$ cat src/rtl/regfile_wb_sink.sv
`default_nettype none
// ============================================================================
// Module      : regfile_wb_sink
// Description : Write-back register file with two combinational read ports and
//               a post-reset clear sweep (RAM-style storage, r0 hardwired to 0).
//               Optional write-to-read forwarding under macro REGFILE_BYPASS_EN.
// Revision    : 1.0 - initial release
// ============================================================================
module regfile_wb_sink #(
  parameter int DATA_W = 32,
  parameter int ADDR_W = 5
) (
  input  logic              clk,
  input  logic              rst,
  input  logic              RegWr,
  input  logic [ADDR_W-1:0] Rw,
  input  logic [DATA_W-1:0] busW,
  input  logic [ADDR_W-1:0] Ra,
  input  logic [ADDR_W-1:0] Rb,
  output logic [DATA_W-1:0] busA,
  output logic [DATA_W-1:0] busB,
  output logic              ready
);

  localparam int NREG = 2 ** ADDR_W;

  localparam logic [0:0] c_state_clear = 1'b0;
  localparam logic [0:0] c_state_run   = 1'b1;

  localparam logic [ADDR_W-1:0] c_idx_first = ADDR_W'(1);
  localparam logic [ADDR_W-1:0] c_idx_last  = ADDR_W'(NREG - 1);

  logic [0:0]        r_state;
  logic [ADDR_W-1:0] r_idx;
  logic              r_ready;
  logic [DATA_W-1:0] r_mem [NREG];

  logic              w_we;
  logic [ADDR_W-1:0] w_waddr;
  logic [DATA_W-1:0] w_wdata;
  logic              w_run;
  logic              w_wr_live;

  assign w_run     = (r_state == c_state_run);
  assign w_wr_live = w_run && RegWr && (Rw != '0);

  always_ff @(posedge clk) begin
    if (rst) begin
      r_state <= c_state_clear;
      r_idx   <= c_idx_first;
      r_ready <= 1'b0;
    end else begin
      // ready lags the state by one edge so it rises after the last clear write
      r_ready <= w_run;
      if (r_state == c_state_clear) begin
        if (r_idx == c_idx_last) begin
          r_state <= c_state_run;
        end else begin
          r_idx <= r_idx + ADDR_W'(1);
        end
      end
    end
  end

  // Single shared write port: the sweep and the write-back bus never overlap
  always_comb begin
    w_we    = 1'b0;
    w_waddr = Rw;
    w_wdata = busW;
    if (!rst) begin
      if (r_state == c_state_clear) begin
        w_we    = 1'b1;
        w_waddr = r_idx;
        w_wdata = '0;
      end else begin
        w_we = w_wr_live;
      end
    end
  end

  always_ff @(posedge clk) begin
    if (w_we) begin
      r_mem[w_waddr] <= w_wdata;
    end
  end

  always_comb begin
    busA = '0;
    if (w_run && (Ra != '0)) begin
`ifdef REGFILE_BYPASS_EN
      if (w_wr_live && (Ra == Rw)) begin
        busA = busW;
      end else begin
        busA = r_mem[Ra];
      end
`else
      busA = r_mem[Ra];
`endif
    end
  end

  always_comb begin
    busB = '0;
    if (w_run && (Rb != '0)) begin
`ifdef REGFILE_BYPASS_EN
      if (w_wr_live && (Rb == Rw)) begin
        busB = busW;
      end else begin
        busB = r_mem[Rb];
      end
`else
      busB = r_mem[Rb];
`endif
    end
  end

  assign ready = r_ready;

endmodule
`default_nettype wire

$ cat config.mk
export PLATFORM = sky130hd
export DESIGN_NAME = regfile_wb_sink
export DESIGN_NICKNAME = d
export VERILOG_FILES = /design/src/rtl/regfile_wb_sink.sv
export SDC_FILE = /design/constraint.sdc
export NUM_CORES = 1
export LEC_CHECK = 0
export ABC_CLOCK_PERIOD_IN_PS = 7550
export CAP_MARGIN = 5
export CORE_MARGIN = 5
export CORE_UTILIZATION = 35
export CTS_CLUSTER_DIAMETER = 150
export DETAILED_ROUTE_END_ITERATION = 8
export DONT_BUFFER_PORTS = 1
export HOLD_SLACK_MARGIN = 0.06
export PLACE_DENSITY = 0.58
export SLEW_MARGIN = 20
export SYNTH_ARGS = -nofsm -noshare
export SYNTH_HDL_FRONTEND = slang
export SYNTH_SLANG_ARGS = --single-unit
$ cat constraint.sdc
create_clock -name clk -period 7.55 [get_ports clk]
set_input_delay 0.755 -clock clk [delete_from_list [all_inputs] [get_ports clk]]
set_output_delay 0.755 -clock clk [all_outputs]
set_load 0.05 [all_outputs]
Word-level counts from Yosys, hierarchy flattened:

Memories as Yosys holds them, arrays and structs flattened.
Cells that the tools add are included.

* bits in registers: 7
* RAM bits: 1024
* output and inout port bits: 65
* logic and storage cells: 28
* memories kept: 1

Memory list
* r_mem: depth 32, width 32, rd ports 2, clocked after Yosys merged registers in 0, wr ports 1, line 36 `logic [DATA_W-1:0] r_mem [NREG];`

* add/subtract/negate cells: 1
* equal/unequal tests: 1
* mux-type cells: 12
* bitwise gates (word level): 2
* reductions and logical operators: 8

Operators by type and width (number)
* $mux W32: 4
* $reduce_bool A5 Y1: 3
* $mux W5: 2
* $mux W1: 6
* $add A5 B1 Y5 const B: 1
* $eq A5 B5 Y1 const B: 1
* $logic_and A1 B1 Y1: 4
* $not A1 Y1: 2
* $reduce_and A2 Y1: 1

Logic depth before layout (Yosys ltp):

Gate-level depths: netlist (run 1).

* depth in word-level cells: 6
* mapped depth: 8

Worst setup path before layout (run 1):

OpenSTA, ideal clock, no wires.

* path kind: input -> register
* from: in rst
* to: mem r_mem[17][0] (enable)
* library setup time: 0.421 ns
* arrival: 3.026 ns
* data required time: 7.129 ns
* setup slack: 4.103 ns
* stages on the path: 5
* buffers on the path: 1
* cell sequence: or2_2 -> clkbuf_1 -> mux2i_1 -> nand2_1 -> nor2_1

* word-level cells in the longest chain between the ends: 3

RTL lines
* from (decl): line 14 `input logic rst,`
* $mux W1: line 70 `if (!rst) begin`
* $mux W1: line 82 `if (w_we) begin`
* $mux W1 (not written as such): line 83 `r_mem[w_waddr] <= w_wdata;`
* to (decl): line 36

Parallel ways exist; a longest one is shown, timed or not.

Worst setup path after layout (run 1):

* from: reg r_state
* to: out busA[6]

* word-level cells in the longest chain between the ends: 2

RTL lines
* from (decl): line 33 `logic [0:0] r_state;`
* from (signal assigned): line 49 `r_state <= c_state_clear;`
* from (signal assigned): line 57 `r_state <= c_state_run;`
* $logic_and A1 B1 Y1: line 89 `if (w_run && (Ra != '0)) begin`
* $mux W32: line 89
* to (decl): line 20 `output logic [DATA_W-1:0] busA,`

No other way between the ends.

==> results of run 1 <==
## layer usage
metal	vias to the layer above	share of wire	global-route usage
li1	11800	-	-
met1	15700	0.40	0.301
met2	1803	0.47	0.352
met3	275	0.11	0.0546
met4	4	0.027	0.0587
met5	-	0.00015	0
## cell usage in the layout (no fill, tap or decap), drive strengths merged, types with 30 or more instances in the layout
master,synthesis,final
a22o,30,30
a21oi,59,59
a31oi,31,31
and2,39,39
nand3,130,130
buf,130,84
edfxtp,1024,1024
a22oi,267,267
mux4,254,254
clkinv,0,46
clkbuf,103,134
nand4,65,65
mux2i,518,518
nand2,79,79
nor2,46,46
## how the worst max path moves through the flow
stage / startpoint / endpoint / slack, ps
floorplan: rst / r_mem[17][0]$_DFFE_PP_ / 4100
global placement: r_state$_SDFF_PP0_ / busB[13] / 2900
detailed placement: r_state$_SDFF_PP0_ / busA[6] / 3250
CTS: r_state$_SDFF_PP0_ / busA[6] / 2490
global route: r_state$_SDFF_PP0_ / busA[4] / 2420
finish: r_state$_SDFF_PP0_ / busA[6] / 2500
## through the flow
step | cells | power (mW) | worst slack, ps | util
after floorplan | 2858 | 7.07 | 4100 | -
after global placement | 4499 | 7.15 | 2900 | 0.366
after detailed placement | 4501 | 7.16 | 3250 | 0.366
after global routing | 4696 | 12.4 | 2420 | 0.391
final | 4697 | 12.1 | 2500 | 0.391
after CTS | 4692 | 12.2 | 2490 | 0.390
## sequential cells by signal (all words and copies together) (netlist names)
| signal | count |
|---|---|
| r_mem | 1024 |
| ready | 1 |
| r_state | 1 |
| r_idx | 5 |
## logic make-up after synthesis
kind of cell,after synthesis,share of synthesized area
AOI/OAI and AO/OA,400,0.0593
xor gates and xnor gates,3,0.000546
adders and majority gates,2,0.000520
buffers and inverters,233,0.0248
DFF,1031,0.642
muxes,774,0.227
and+or+nand+nor,415,0.0454
## layout make-up
| type | count | share of cell area |
|---|---|---|
| repair buffers | 84 | 0.0127 |
| diodes | 3 | 0.000140 |
| clock buffers | 134 | 0.0531 |
| well taps | 1794 | 0.0419 |
| multi-input cells | 1594 | 0.307 |
| flip-flops and latches | 1031 | 0.577 |
| clock inverters | 57 | 0.00820 |
## Yosys cell counts, types with 5 or more instances
master	count
buf_2	72
a22o_1	30
dfxtp_1	7
nor2_1	45
a31oi_1	31
mux4_2	254
a21oi_1	59
nand2_1	79
buf_6	8
buf_1	5
nor2b_1	9
a22oi_1	267
mux2i_1	518
nand2b_1	5
nand3_1	130
and2_1	38
and3_1	26
buf_4	45
edfxtp_1	1024
clkbuf_1	102
nand4_1	65
## worst register-to-register path: cells and delay by family, from the launching register on
| kind | cells | cell delay [ps] |
|---|---|---|
| muxes | 1 | 180 |
| and+or+nand+nor | 3 | 2170 |
| buffers and inverters | 1 | 570 |
| DFF | 1 | 880 |
## power by group through the flow
stage / clock, mW / sequential (mW) / combinational [mW]
5_1_grt: 5.35 / 6.39 / 0.684
4_1_cts: 5.13 / 6.39 / 0.651
6_report: 5.07 / 6.39 / 0.666
3_3_place_gp: 0 / 6.51 / 0.646
2_1_floorplan: 0 / 6.50 / 0.565
3_5_place_dp: 0 / 6.51 / 0.650
==> metrics.yaml, run 1 <==
antenna_found_initial: 17
cts_resized: 0
crit_type: "flip-flop to output pin"
end_kind: "output pin"
routed_wl_um: 165000
skew_ps: 17.9
clockRootBuffer: "clkbuf_16"
critPathSlowestCell: "dfxtp_1"
status: "complete, no violations"
max-vdd-ir-drop_mv: 0.193
synth_area_mm2: 0.0481
gp_congestion: 0.806
synth_flop_cell: "edfxtp_1"
relSlewSlack: 0.226
combPwrFrac: 0.055
ys_seq_elements: 1031
design_area_mm2: 0.0535
worstPathCellList: "nor3b_4 -> buf_4 -> and2_0 -> a22oi_1 -> nand4_1"
syn_nets: 2910
switchingPower_mw: 2.64
grt_max_degree: 217
switching_share: 0.218
port_buffers: 0
maxSlewViolCount: 0
crit_fanout: 27
syn-instance-count: 2858
cts_tree: "yes"
cp.buffers_inverters: 1
dp_hpwl_um: 92800
nets: 2873
synth-edff-count: 1024
maxCapViolations: 0
syn2layout_area_growth_pct: 11.3
cts_buffers: 110
cp_top_family: "simple AND/OR/NAND/NOR gates"
reg2reg_depth: 5
hold_viol: 0
drt-pass1-iter-count: 6
overflow: 0
min_path_cells: 1
synth_warnings: 0
setup_viol: 0
cp.arrival_ps: 4290
drc: 0
ys_types: 45
finalCritPeriodShare: 0.669
clk_latency_ps: 700
pin_count: 115
clk_pin_slew_ps: 60
startpoint_type: "flip-flop"
postSynthAreaPerCell_um2: 16.8
r2r_slack_ps: 3350
r2r_end: "r_mem[27][29]$_DFFE_PP_"
clock-sinks: 1031
min_to: "ready$_SDFF_PP0_"
dr_total_vias: 29500
routed_via_density: 6.29
multi_input_area_mm2: 0.0164
post_cts_buffers: 0
setup-tns-final_ps: 0
cts_hold_buffers: 0
p_leak_nw: 17.8
drive_gt1_frac: 0.191
clock_power_share: 0.418
rows: 136
die_h_um: 381
synth_area_leaders: "edfxtp_1 64%, mux4_2 12%, mux2i_1 11%, a22oi_1 4.2%, nand3_1 1.4%"
wire_per_inst_um: 35.2
initial_core_util: 0.351
postRouteAntennaNets: 0
regArea_mm2: 0.0309
p_int_mw: 9.48
synth.top_cell.area_share: 0.639
grt_pass1_wl_um: 227000
grt_pass1_vias: 28900
core_area_mm2: 0.137
h-tree-depth: 3
hold_start: "rst"
p_seq_frac: 0.527
min_period_ps: 5050
grt_use_total: 0.220
worstMarginPinSlew_ps: 1160
first_iter_violations: 3974
placed_area_mm2: 0.0502
ctsLongestPathBuffers: 3
path_depth: 5
die_area_mm2: 0.145
hold_path.class: "input pin to flip-flop"
rsz0062_at_grt: "false"
fill_cells: 12300
power_density_mw_per_mm2: 226
yosysSeqAreaShare: 0.642
critPathRequiredTime_ps: 6800
cpPeakStageDelay_ps: 880
dieWidth_um: 381
synth_top_area_cell: "edfxtp_1"
max_freq_mhz: 198
hold_ws_ps: 117
reg2reg_from: "r_state$_SDFF_PP0_"
async_reset_ff_frac: 0
Note: power is estimated with default switching activity, not from simulation.
==> run 2, diff against run 1 <==
ABC_CLOCK_PERIOD_IN_PS = 4200   (was 7550)
PLACE_DENSITY = 0.6   (was 0.58)
clock period = 4.2 ns   (was 7.55 ns; I/O delays follow)
==> metrics.yaml, run 2 (same netlist as run 1, synthesis figures left out) <==
end_kind: "output pin"
min_period_ps: 3850
wire_per_inst_um: 33.3  # -5.2%
cts_resized: 0  # unchanged
dieWidth_um: 381  # unchanged
grt_max_degree: 217  # unchanged
setup_viol: 0  # unchanged
dp_hpwl_um: 95900  # +3.3%
clock-sinks: 1031  # unchanged
die_h_um: 381  # unchanged
instances_no_fill: 4794  # +2.1%
drt-met1-wl_um: 63200  # -4.5%
fill_cells: 12300  # -0.19%
rsz0062_at_grt: "false"
combPwrFrac: 0.058  # +0.003
drive_gt1_frac: 0.218  # +0.0268
skew_ps: 26.1  # +8.28 ps
status: "complete, no violations"
dr_wl_met2_um: 74500  # -3.1%
hold_path.class: "input pin to flip-flop"
core_area_mm2: 0.137  # unchanged
drt-pass1-iter-count: 6  # unchanged
drc: 0  # unchanged
startpoint_type: "flip-flop"
gp_congestion: 0.848  # +5.3%
crit_type: "flip-flop to output pin"
pin_count: 115  # unchanged
crit_fanout: 15  # -44%
first_iter_violations: 3934  # -1.0%
critPathRequiredTime_ps: 3780  # -3020 ps
highest_layer: "met4"
maxCapViolations: 0  # unchanged
cts_tree: "yes"
power_density_mw_per_mm2: 394  # +74%
h-tree-depth: 3  # unchanged
timing.final.ws_setup_ps: 352  # -2150 ps
hold_ws_ps: 299  # +182 ps
clockRootBuffer: "clkbuf_16"
clk_pin_slew_ps: 60  # about the same
overflow: 0  # unchanged
nets: 2963  # +3.1%
routed_via_density: 6.13  # -2.5%
maxSlewViolCount: 0  # unchanged
initial_core_util: 0.351  # unchanged
post-place-cells: 4600  # +2.2%
p_seq_frac: 0.537  # +0.010
final_cell_mix: "1024 x edfxtp_1, 518 x mux2i_1, 267 x a22oi_1"
cp.arrival_ps: 3430  # -860 ps
max_freq_mhz: 260
p_int_mw: 16.7  # +77%
die_area_mm2: 0.145  # unchanged
antenna_found_initial: 10  # -7
syn2layout_area_growth_pct: 12.9
cts_buffers: 101  # -8.2%
grt_pass1_vias: 28800  # -0.076%
max-vdd-ir-drop_mv: 0.330  # +71%
multi_input_area_mm2: 0.0164  # about the same
p_leak_nw: 18.3  # +2.7%
relSlewSlack: 0.245  # +0.0186
regMostFlops: "r_mem"
post-route-util: 0.396  # +0.00559
switchingPower_mw: 4.66  # +76%
pre_cts_slack_ps: 1070  # -2180 ps
dr_total_vias: 29400  # -0.53%
setup-tns-final_ps: 0  # unchanged
grt_pass1_wl_um: 221000  # -2.9%
largest_register_ffs: 1024  # unchanged
met3_length_um: 16300  # -7.2%
ctsLongestPathBuffers: 3  # unchanged
hold_viol: 0  # unchanged
routed_wl_um: 160000  # -3.3%
grt_use_total: 0.213  # -0.00693
reg_top3: "r_mem (1024), r_idx (5)"
worstMarginPinSlew_ps: 1130  # -24.5 ps
clock_power_share: 0.405  # -0.013
switching_share: 0.218  # -0.000456
regArea_mm2: 0.0309  # unchanged
rows: 136  # unchanged
finalCritPeriodShare: 0.916
postRouteAntennaNets: 0  # unchanged
clk_latency_ps: 700  # about the same
layout_commonest_cell: "edfxtp_1"
port_buffers: 0  # unchanged
## run 2: cell types whose count changed in the layout (fill, tap and decap cells not counted), moves of 2 or more
cell,before,now
buf_12,1,19
and2_2,12,16
clkbuf_1,24,22
clkbuf_16,110,102
buf_8,2,0
diode_2,3,7
and2_1,25,22
clkinv_2,14,16
buf_4,80,162
clkinv_8,3,1
clkinvlp_4,2,5
## run 2: metal layers
layer  up-vias  track usage
met4         0       0.0745
met5         -            0
met2      1705        0.341
met1     15400        0.288
li1      12000            -
met3       263       0.0470
## run 2: worst paths after layout
kind	startpoint	end	slack [ps]	cells past startpoint
max	r_state$_SDFF_PP0_	busB[20]	350	5
min	busW[13]	r_mem[26][13]$_DFFE_PP_	300	2
max reg2reg	r_state$_SDFF_PP0_	r_mem[6][26]$_DFFE_PP_	970	6
min reg2reg	r_idx[4]$_SDFFE_PP0P_	r_idx[4]$_SDFFE_PP0P_	550	2
## run 2: final cells by class
class,instances,area share
antenna,7,0.000323
clock buffer,124,0.0485
clock inverter,61,0.00818
multi-input combinational,1594,0.303
sequential,1031,0.569
tap,1794,0.0413
timing repair buffer,183,0.0301
## run 2: through the flow
stage | instance area (um2) | power (mW)
4_1_cts | 54300 | 21.5
2_1_floorplan | 48100 | 12.7
5_1_grt | 54300 | 21.9
6_report | 54300 | 21.4
3_5_place_dp | 51200 | 12.9
3_3_place_gp | 51200 | 12.9
## run 2: what timing repair did
action / CTS / global route
hold buffers: 1 / 0
setup buffers: 0 / 0
endpoints found under the hold margin: 7 / 0
## run 2: critical path, stage by stage, from the launching register on
cell	delay, ps
dfxtp_1	700
and4bb_2	730
buf_4	420
a22o_1	180
a31oi_1	40
nand4_1	600
## run 2: power by group through the flow
stage	logic, mW	clock network, mW	registers, mW
3_5_place_dp	1.21	0	11.7
3_3_place_gp	1.21	0	11.7
4_1_cts	1.21	8.76	11.5
2_1_floorplan	1.02	0	11.7
5_1_grt	1.27	9.18	11.5
6_report	1.24	8.67	11.5
